[src/rtl/mem_port_arbiter.sv]
// mem_port_arbiter: shares one single-ported 32-bit memory between instruction fetch and the data stage.
//   Data has priority; a starvation counter forces a fetch grant after MAX_STARVE lost arbitrations.
//   Each granted transaction is held on the mem_* bus until mem_ack or a timeout abort (sticky bus_err_o).
// Ports:
//   clk_i, rst_ni                  clock (rising edge), asynchronous active-low reset
//   if_req_i/if_addr_i             fetch request (level, held until if_ack_o) and address
//   if_ack_o/if_rdata_o            fetch done pulse and instruction (held between acks)
//   d_req_i/d_we_i/d_addr_i/d_wdata_i  data request (level), store flag, address, store data
//   d_ack_o/d_rdata_o              data done pulse and load data (held between acks)
//   stall_f_o/stall_m_o            requester waiting: req & ~ack
//   mem_req_o/mem_we_o/mem_addr_o/mem_wdata_o  registered memory transaction
//   mem_ack_i/mem_rdata_i          memory done pulse with same-cycle read data
//   bus_err_o                      sticky timeout flag
module mem_port_arbiter #(
    parameter int unsigned MAX_STARVE = 4,
    parameter int unsigned TIMEOUT    = 16,
    parameter logic [31:0] ERR_DATA   = 32'hDEADBEEF
) (
    input  logic        clk_i,
    input  logic        rst_ni,
    input  logic        if_req_i,
    input  logic [31:0] if_addr_i,
    output logic        if_ack_o,
    output logic [31:0] if_rdata_o,
    input  logic        d_req_i,
    input  logic        d_we_i,
    input  logic [31:0] d_addr_i,
    input  logic [31:0] d_wdata_i,
    output logic        d_ack_o,
    output logic [31:0] d_rdata_o,
    output logic        stall_f_o,
    output logic        stall_m_o,
    output logic        mem_req_o,
    output logic        mem_we_o,
    output logic [31:0] mem_addr_o,
    output logic [31:0] mem_wdata_o,
    input  logic        mem_ack_i,
    input  logic [31:0] mem_rdata_i,
    output logic        bus_err_o
);
    typedef enum logic [1:0] {IDLE, BUSY_I, BUSY_D} state_e;

    localparam logic [3:0] STARVE_MAX = 4'(MAX_STARVE);
    localparam logic [7:0] TMO_LAST   = 8'(TIMEOUT - 1);

    state_e      state_q, state_d;
    logic        mem_we_q, mem_we_d;
    logic [31:0] mem_addr_q, mem_addr_d;
    logic [31:0] mem_wdata_q, mem_wdata_d;
    logic [3:0]  starve_q, starve_d;
    logic [7:0]  tmo_q, tmo_d;
    logic        bus_err_q, bus_err_d;
    logic [31:0] if_rdata_q, d_rdata_q;
    logic        busy, done, abort, arb, if_elig, d_elig, grant_d, grant_i;
    logic [31:0] ack_data;

    // Arbitration runs in IDLE and on a completing BUSY cycle; the requester
    // just acked still shows its stale level request and must not win again.
    always_comb begin
        busy    = state_q != IDLE;
        done    = busy && mem_ack_i;
        abort   = busy && !mem_ack_i && tmo_q == TMO_LAST;
        arb     = state_q == IDLE || done;
        if_elig = if_req_i && !(done && state_q == BUSY_I);
        d_elig  = d_req_i && !(done && state_q == BUSY_D);
        grant_d = arb && d_elig && !(if_elig && starve_q == STARVE_MAX);
        grant_i = arb && if_elig && !grant_d;
    end

    always_ff @(posedge clk_i or negedge rst_ni) begin
        if (!rst_ni) state_q <= IDLE;
        else state_q <= state_d;
    end

    // An abort never chains into another grant; the bus always returns to IDLE first.
    always_comb begin
        state_d = abort ? IDLE : grant_d ? BUSY_D : grant_i ? BUSY_I : arb ? IDLE : state_q;
    end

    always_comb begin
        if_ack_o    = state_q == BUSY_I && (mem_ack_i || abort);
        d_ack_o     = state_q == BUSY_D && (mem_ack_i || abort);
        ack_data    = mem_ack_i ? mem_rdata_i : ERR_DATA;
        if_rdata_o  = if_ack_o ? ack_data : if_rdata_q;
        d_rdata_o   = d_ack_o ? ack_data : d_rdata_q;
        stall_f_o   = if_req_i && !if_ack_o;
        stall_m_o   = d_req_i && !d_ack_o;
        mem_req_o   = busy;
        mem_we_o    = mem_we_q;
        mem_addr_o  = mem_addr_q;
        mem_wdata_o = mem_wdata_q;
        bus_err_o   = bus_err_q;
    end

    // Fetch grants leave mem_wdata untouched; it is meaningless for a read.
    always_comb begin
        mem_we_d    = grant_d ? d_we_i : grant_i ? 1'b0 : mem_we_q;
        mem_addr_d  = grant_d ? d_addr_i : grant_i ? if_addr_i : mem_addr_q;
        mem_wdata_d = grant_d ? d_wdata_i : mem_wdata_q;
        starve_d    = grant_i ? 4'd0 :
                      (grant_d && if_elig && starve_q != STARVE_MAX) ? starve_q + 4'd1 : starve_q;
        tmo_d       = (grant_d || grant_i) ? 8'd0 : (busy && !mem_ack_i) ? tmo_q + 8'd1 : tmo_q;
        bus_err_d   = bus_err_q || abort;
    end

    always_ff @(posedge clk_i or negedge rst_ni) begin
        if (!rst_ni) begin
            mem_we_q    <= 1'b0;
            mem_addr_q  <= '0;
            mem_wdata_q <= '0;
            starve_q    <= '0;
            tmo_q       <= '0;
            bus_err_q   <= 1'b0;
            if_rdata_q  <= '0;
            d_rdata_q   <= '0;
        end else begin
            mem_we_q    <= mem_we_d;
            mem_addr_q  <= mem_addr_d;
            mem_wdata_q <= mem_wdata_d;
            starve_q    <= starve_d;
            tmo_q       <= tmo_d;
            bus_err_q   <= bus_err_d;
            if_rdata_q  <= if_rdata_o;
            d_rdata_q   <= d_rdata_o;
        end
    end
endmodule
[config.mk]
export PLATFORM = sky130hd
export DESIGN_NAME = mem_port_arbiter
export DESIGN_NICKNAME = d
export VERILOG_FILES = /design/src/rtl/mem_port_arbiter.sv
export SDC_FILE = /design/constraint.sdc
export NUM_CORES = 1
export LEC_CHECK = 0
export ABC_CLOCK_PERIOD_IN_PS = 1970
export CAP_MARGIN = 20
export CORE_MARGIN = 4
export CORE_UTILIZATION = 39
export CTS_BUF_LIST = sky130_fd_sc_hd__clkbuf_8
export DETAILED_ROUTE_END_ITERATION = 16
export PLACE_DENSITY = 0.78
export SETUP_SLACK_MARGIN = 0.05
export SYNTH_ARGS = -nofsm -noshare
export SYNTH_HDL_FRONTEND = slang
export SYNTH_SLANG_ARGS = --single-unit
[constraint.sdc]
create_clock -name clk_i -period 1.97 [get_ports clk_i]
set_input_delay 0.394 -clock clk_i [delete_from_list [all_inputs] [get_ports clk_i]]
set_output_delay 0.394 -clock clk_i [all_outputs]
set_load 0.005 [all_outputs]
==> results of run 1 <==
-- synthesized netlist by cell type (2+ instances only) --
library cell / instances / share of area
a21oi_1: 3 / 0.0024
a22o_1: 2 / 0.0028
a2bb2oi_1: 49 / 0.069
a32o_1: 16 / 0.026
and2_1: 2 / 0.0020
and3_1: 3 / 0.0030
buf_2: 8 / 0.0065
buf_4: 3 / 0.0036
buf_6: 9 / 0.016
clkbuf_1: 13 / 0.0079
dfrtp_1: 144 / 0.58
ha_1: 3 / 0.0061
inv_1: 5 / 0.0030
inv_2: 2 / 0.0012
mux2_2: 81 / 0.15
mux2_4: 16 / 0.039
nand2_1: 11 / 0.0067
nand2b_1: 4 / 0.0040
nand3_1: 9 / 0.0073
nand4_1: 4 / 0.0040
nor2_1: 30 / 0.018
nor2b_1: 2 / 0.0020
o21ai_0: 5 / 0.0040
xor2_1: 4 / 0.0057
-- area by class of cell --
type | instances | share of cell area
Multi-Input combinational cell | 264 | 0.267
Clock inverter | 11 | 0.0105
Timing Repair Buffer | 405 | 0.349
Tap cell | 211 | 0.0235
Sequential cell | 144 | 0.322
Inverter | 8 | 0.00379
Timing Repair inverter | 1 | 0.000670
Clock buffer | 19 | 0.0233
-- power breakdown --
part / internal, uW / total (uW) / switching [uW]
Clock: 1170 / 2300 / 1130
Combinational: 6240 / 9880 / 3640
Sequential: 4330 / 5160 / 824
-- worst max-delay path, cell delays in order, from the launching register on --
cell,delay [ns]
dfrtp_1,0.42
nor4_4,0.40
a31oi_4,0.16
nand2b_4,0.21
buf_12,0.14
clkinvlp_4,0.11
buf_6,0.12
a2bb2oi_2,0.17
buf_2,0.16
-- sequential cells by signal, summed over array words and instances, names as in the netlist --
register and count:
tmo_q 8, starve_q 4, mem_wdata_o 32, if_rdata_q 32, bus_err_o 1, state_q 2
mem_addr_o 32, mem_we_o 1, d_rdata_q 32
-- per-layer routing --
metal | up-vias | part of all wire
li1 | 2440 | -
met1 | 2771 | 0.37
met2 | 284 | 0.51
met3 | 54 | 0.088
met4 | 0 | 0.025
met5 | - | 0
-- cell families (layout without fill, tap and decap cells) --
logic type	after synthesis	count (layout)	synth area share
XOR/XNOR	5	5	0.00707
AND/OR/NAND/NOR	72	72	0.0568
AO/OA/AOI/OAI	86	86	0.121
adder cells (fa/ha/maj)	3	3	0.00606
buffers and inverters	41	444	0.0392
multiplexers	98	98	0.188
flip-flops	144	144	0.582
-- repair_timing --
item | CTS | global route
gates cloned | 5 | 6
hold endpoints to repair | 43 | 0
pin swaps | 5 | 6
buffers inserted | 43 | 34
setup endpoints to repair | 69 | 138
resized for setup | 329 | 75
hold buffers | 1 | 0
-- final timing paths --
check / slack [ns] / from / end / depth (start not counted)
worst min-delay path: 0.44 / rst_ni / d_rdata_q[23] / 2
worst max register to register: -0.16 / tmo_q[0] / d_rdata_q[3] / 10
worst min register to register: 0.48 / bus_err_o / bus_err_o / 1
max in group asynchronous: 0.85 / rst_ni / tmo_q[7] / 3
worst max-delay path: -0.76 / tmo_q[4] / d_rdata_o[0] / 8
min in group clk_i: 0.48 / bus_err_o / bus_err_o / 1
-- stage by stage --
step / cell area [um^2] / worst slack [ns] / setup TNS, ns / hold WS [ns] / utilization
4_1_cts: 10500 / -0.729 / -41.55 / 0.433 / 0.683
6_report: 11200 / -0.763 / -44.82 / 0.440 / 0.729
3_3_place_gp: 9790 / -0.695 / -63.05 / 0.350 / 0.637
5_1_grt: 11200 / -0.857 / -51.80 / 0.444 / 0.729
3_5_place_dp: 9790 / -0.705 / -65.65 / 0.355 / 0.637
2_1_floorplan: 6480 / 0.00617 / 0 / 0.0984 / -
==> metrics.md, run 1 <==
| Metric | Value |
|---|---|
| CTS sink count | 144 |
| Maximum clock rate | 366 MHz |
| H-tree levels | 4 |
| GPL Wtd Cong | 0.809 |
| Syn Area/Cell | 13.8 um^2 |
| Inserted Clock Buffers | 17 |
| Synth-to-layout area growth | 81.1% |
| Slew HR | 0.653 |
| Async SR Flop Fraction | 1.00 |
| Placed Cells | 954 |
| Reg area | 0.00360 mm^2 |
| CTS tree | yes |
| Most common flop cell mapped by yosys | dfrtp_1 |
| All-layer global routing usage | 0.232 |
| Fin crit share | 1.39 |
| Yosys warns | 0 |
| Commonest non-fill, non-tap cell in the layout | clkdlybuf4s50_1 |
| Final hold vios | 0 |
| Net count, final | 978 |
| Worst-path clk slew | 0.09 ns |
| Vias | 5,549 |
| Met3 Track Usage GR | 0.0983 |
| CTS Buffer Depth | 2 |
| Required time worst endpoint | 1.58 ns |
| DR WL/cell | 21.8 um |
| Filler instances | 981 |
| Crit. End Element | output port |
| Highest ir drop seen on vdd | 0.837 mV |
| Starting Density | 0.403 |
| # diodes | 0 |
| DR iter-0 viols | 223 |
| Tightest Hold Check Type | in -> async |
| Synth cell types | 45 |
| Status | finished with violations |
| RSZ-0062 raised after global routing | yes |
| Worst EP arrival | 2.34 ns |
| Commonest non-fill, non-tap cells in the layout | clkdlybuf4s50_1 (197), dfrtp_1 (143), buf_4 (75) |
| Final clock skew | 0.0171 ns |
| Worst-Margin Slew | 0.519 ns |
| HPWL after DPL | 13,900 um |
| Synthesized netlist cell count | 449 |
| Sequential fraction of the synthesis area | 0.582 |
| Failing checks | negative setup slack |
| Synthesized area | 0.00619 mm^2 |
| Clock latency on the worst-skew pair | 0.45 ns |
| Ports | 269 |
| Crit-path max FO | 4 |
| Syn Nets | 586 |
| Vias/cell | 5.22 |
| Area of the die | 0.0180 mm^2 |
| PwrDens | 1550 mW/mm^2 |
| Pwr Total | 17,300 uW |
| Share of cells above drive strength 1 | 0.486 |
| Vias in the first global route | 5,918 |
| Leakage | 0.00499 uW |
| Non-filler cells, final | 1,063 |
| Die height | 134 um |
| First-pass GRT wire length | 32,500 um |
| Finish-stage setup viols | 77 |
| Rows | 45 |
| Post-route DRC | 0 |
| Met2 Use GR | 0.406 |
| GR Overflow Total | 0 |
| Global routing's busiest layer | met2 |
| Port bufs | 268 |
| Count of final max-slew check failures | 0 |
| DRT Wirelength | 23,100 um |
| 1st-pass router iterations | 4 |
| Root Driver | clkbuf_8 |
| Routed Antenna Nets | 0 |
| Min cycle time layout | 2.73 ns |
| Die Width | 134 um |
| Multi-input logic area | 0.00300 mm^2 |
| Initial antenna violation count | 0 |
| Setup crit start kind | flip-flop |
| Synth Register Bits | 144 |
| Post-synth EDFFs | 0 |
| Largest net degree at the start of global routing | 53 |
| Max cap viols | 0 |
| Setup Crit Path Kind | reg -> out |
| Met1 Resource Use GR | 0.264 |
| Worst Slack Setup Final | -0.763 ns |
| Core area | 0.0154 mm^2 |
Note: power is estimated with default switching activity, not from simulation.
==> run 2: changes to the inputs <==
==> constraint.sdc (replaced) <==
create_clock -name clk_i -period 1.97 [get_ports clk_i]
set_input_delay 0.4925 -clock clk_i [delete_from_list [all_inputs] [get_ports clk_i]]
set_output_delay 0.4925 -clock clk_i [all_outputs]
set_load 0.005 [all_outputs]
==> metrics.md, run 2 (synthesis gave the netlist of run 1 again) <==
| Metric | Value |
|---|---|
| CTS sink count | 144 |
| Inserted Clock Buffers | 17 |
| Finish-stage setup viols | 137 |
| Reg area | 0.00360 mm^2 |
| Area of the die | 0.0180 mm^2 |
| CP Capture Point | if_rdata_o[6] |
| 1st-pass router iterations | 4 |
| Seq pwr share | 0.283 |
| DRT Wirelength | 23,400 um |
| Die Width | 134 um |
| Synth-to-layout area growth | 88.3% |
| FF-to-FF setup slack | -0.17 ns |
| Pwr Total | 18,200 uW |
| Setup Crit Path Kind | reg -> out |
| R2R Path End | mem_wdata_o[30] |
| Post-route DRC | 0 |
| CP cell instances | nor4_4, a31oi_4, nand2b_4, inv_8, buf_12, buf_16, a2bb2oi_2, buf_2 |
| Filler instances | 890 |
| Min cycle time layout | 2.76 ns |
| Status | finished with violations |
| Max incr delay on CP | 0.43 ns |
| Vias in the first global route | 6,261 |
| Slowest CP cell | dfrtp_1 |
| Commonest non-fill, non-tap cells in the layout | clkdlybuf4s50_1 (186), dfrtp_1 (144), mux2_2 (78) |
| Final clock skew | 0.0198 ns |
| Ports | 269 |
| Worst-path clk slew | 0.09 ns |
| Cell-internal power | 12,300 uW |
| Worst Slack Setup Final | -0.789 ns |
| DR WL/cell | 21.7 um |
| GR Overflow Total | 0 |
| Tightest Hold Check Type | in -> async |
| Worst-case reg-to-reg path depth | 10 |
| Crit. End Element | output port |
| Vias | 5,534 |
| Placement Cell Area | 0.00976 mm^2 |
| DR iter-0 viols | 242 |
| Rows | 45 |
| Net count, final | 990 |
| Root Driver | clkbuf_8 |
| # diodes | 0 |
| Share of cells above drive strength 1 | 0.493 |
| Starting Density | 0.403 |
| Leakage | 0.00526 uW |
| CP top delay family | simple AND/OR/NAND/NOR gates |
| Port bufs | 268 |
| WP depth | 8 |
| Worst-Margin Slew | 0.545 ns |
| R2r startpoint | state_q[1] |
| Vias/cell | 5.14 |
| RSZ-0062 raised after global routing | yes |
| Routed Antenna Nets | 0 |
| CTS tree | yes |
| Die height | 134 um |
| Count of final max-slew check failures | 0 |
| Slew HR | 0.635 |
| Core area | 0.0154 mm^2 |
| PwrDens | 1560 mW/mm^2 |
| Highest ir drop seen on vdd | 0.800 mV |
| GPL Wtd Cong | 0.816 |
| Worst EP arrival | 2.27 ns |
| Crit-path max FO | 4 |
| H-tree levels | 4 |
| Required time worst endpoint | 1.48 ns |
| Fin crit share | 1.40 |
| Multi-input logic area | 0.00304 mm^2 |
| Sw power | 5830 uW |
| Failing checks | negative setup slack |
| Worst Setup SP | tmo_q[7] |
| HPWL after DPL | 14,000 um |
| All-layer global routing usage | 0.249 |
| Maximum clock rate | 363 MHz |
| Largest net degree at the start of global routing | 49 |
| CTS Buffer Depth | 2 |
| Switching part of the total | 0.321 |
| Buf/Inv on CP | 4 |
| Setup crit start kind | flip-flop |
| Initial antenna violation count | 0 |
| Comb pwr share | 0.580 |
| First-pass GRT wire length | 34,600 um |
| Max cap viols | 0 |
| Final hold vios | 0 |
| Clock power share | 0.137 |
| Clock latency on the worst-skew pair | 0.46 ns |
| Post-route cell area | 0.0117 mm^2 |
| Commonest non-fill, non-tap cell in the layout | clkdlybuf4s50_1 |
run 2: changes by cell type in the layout (fill, tap and decap cells not counted), moves of 5 or more:
cell             delta
clkbuf_16           -5
mux2_2              +5
dlymetal6s2s_1      +8
mux2_4              -5
clkdlybuf4s50_1    -11
buf_12              +6
buf_16             +11
buf_4               -6
buf_6               +8
run 2: repair_timing:
action / 4_1_cts / 5_1_grt
hold buffers: 1 / 0
setup buffers: 65 / 27
pin swaps: 13 / 6
cloned: 16 / 0
endpoints found under the hold margin: 31 / 0
resized for setup: 367 / 67
setup endpoints to repair: 136 / 164
run 2: worst register-to-register path, delay by kind of cell, from the launching register on:
family	cells	cell delay [ns]
AOI/OAI and AO/OA	1	0.21
muxes	1	0.26
buffers and inverters	6	0.76
and+or+nand+nor	2	0.40
DFF	1	0.39
run 2: stage by stage:
stage	hold slack, ns	utilization	setup WS, ns	TNS [ns]	std cells
4_1_cts	0.478	0.728	-0.792	-51.60	1059
6_report	0.496	0.759	-0.789	-53.55	1077
3_5_place_dp	0.416	0.635	-0.889	-96.21	945
2_1_floorplan	0.197	-	-0.0923	-3.48	449
5_1_grt	0.497	0.759	-0.895	-63.94	1077
3_3_place_gp	0.413	0.635	-0.845	-89.21	945
run 2: power by group through the flow:
stage               Sequential [uW]  Clock (uW)  Combinational (uW)
floorplan                      4980           0                3590
global placement               4960           0                7820
detailed placement             5040           0                8010
CTS                            5040        2510                9490
global route                   5280        2680               11100
finish                         5150        2480               10500
run 2: how the worst min path moves through the flow:
stage	from	to	slack, ns	cells after the start
floorplan	rst_ni	bus_err_o	0.20	0
global placement	rst_ni	if_rdata_q[1]	0.41	1
detailed placement	rst_ni	d_rdata_q[1]	0.42	1
CTS	rst_ni	if_rdata_q[26]	0.48	2
global route	rst_ni	if_rdata_q[1]	0.50	2
finish	rst_ni	if_rdata_q[1]	0.50	2
run 2: layout make-up:
class                   count  area share
inverters                   8     0.00386
clock buffers              21      0.0248
clock inverters            11      0.0109
repair buffers            418       0.368
multi-input cells         264       0.261
well taps                 211      0.0226
flip-flops and latches    144       0.309
run 2: routing by layer:
metal / global-route usage / routed length, um
met5: 0 / 0
met4: 0.0806 / 518
met3: 0.0994 / 2040
met2: 0.439 / 12200
met1: 0.276 / 8620
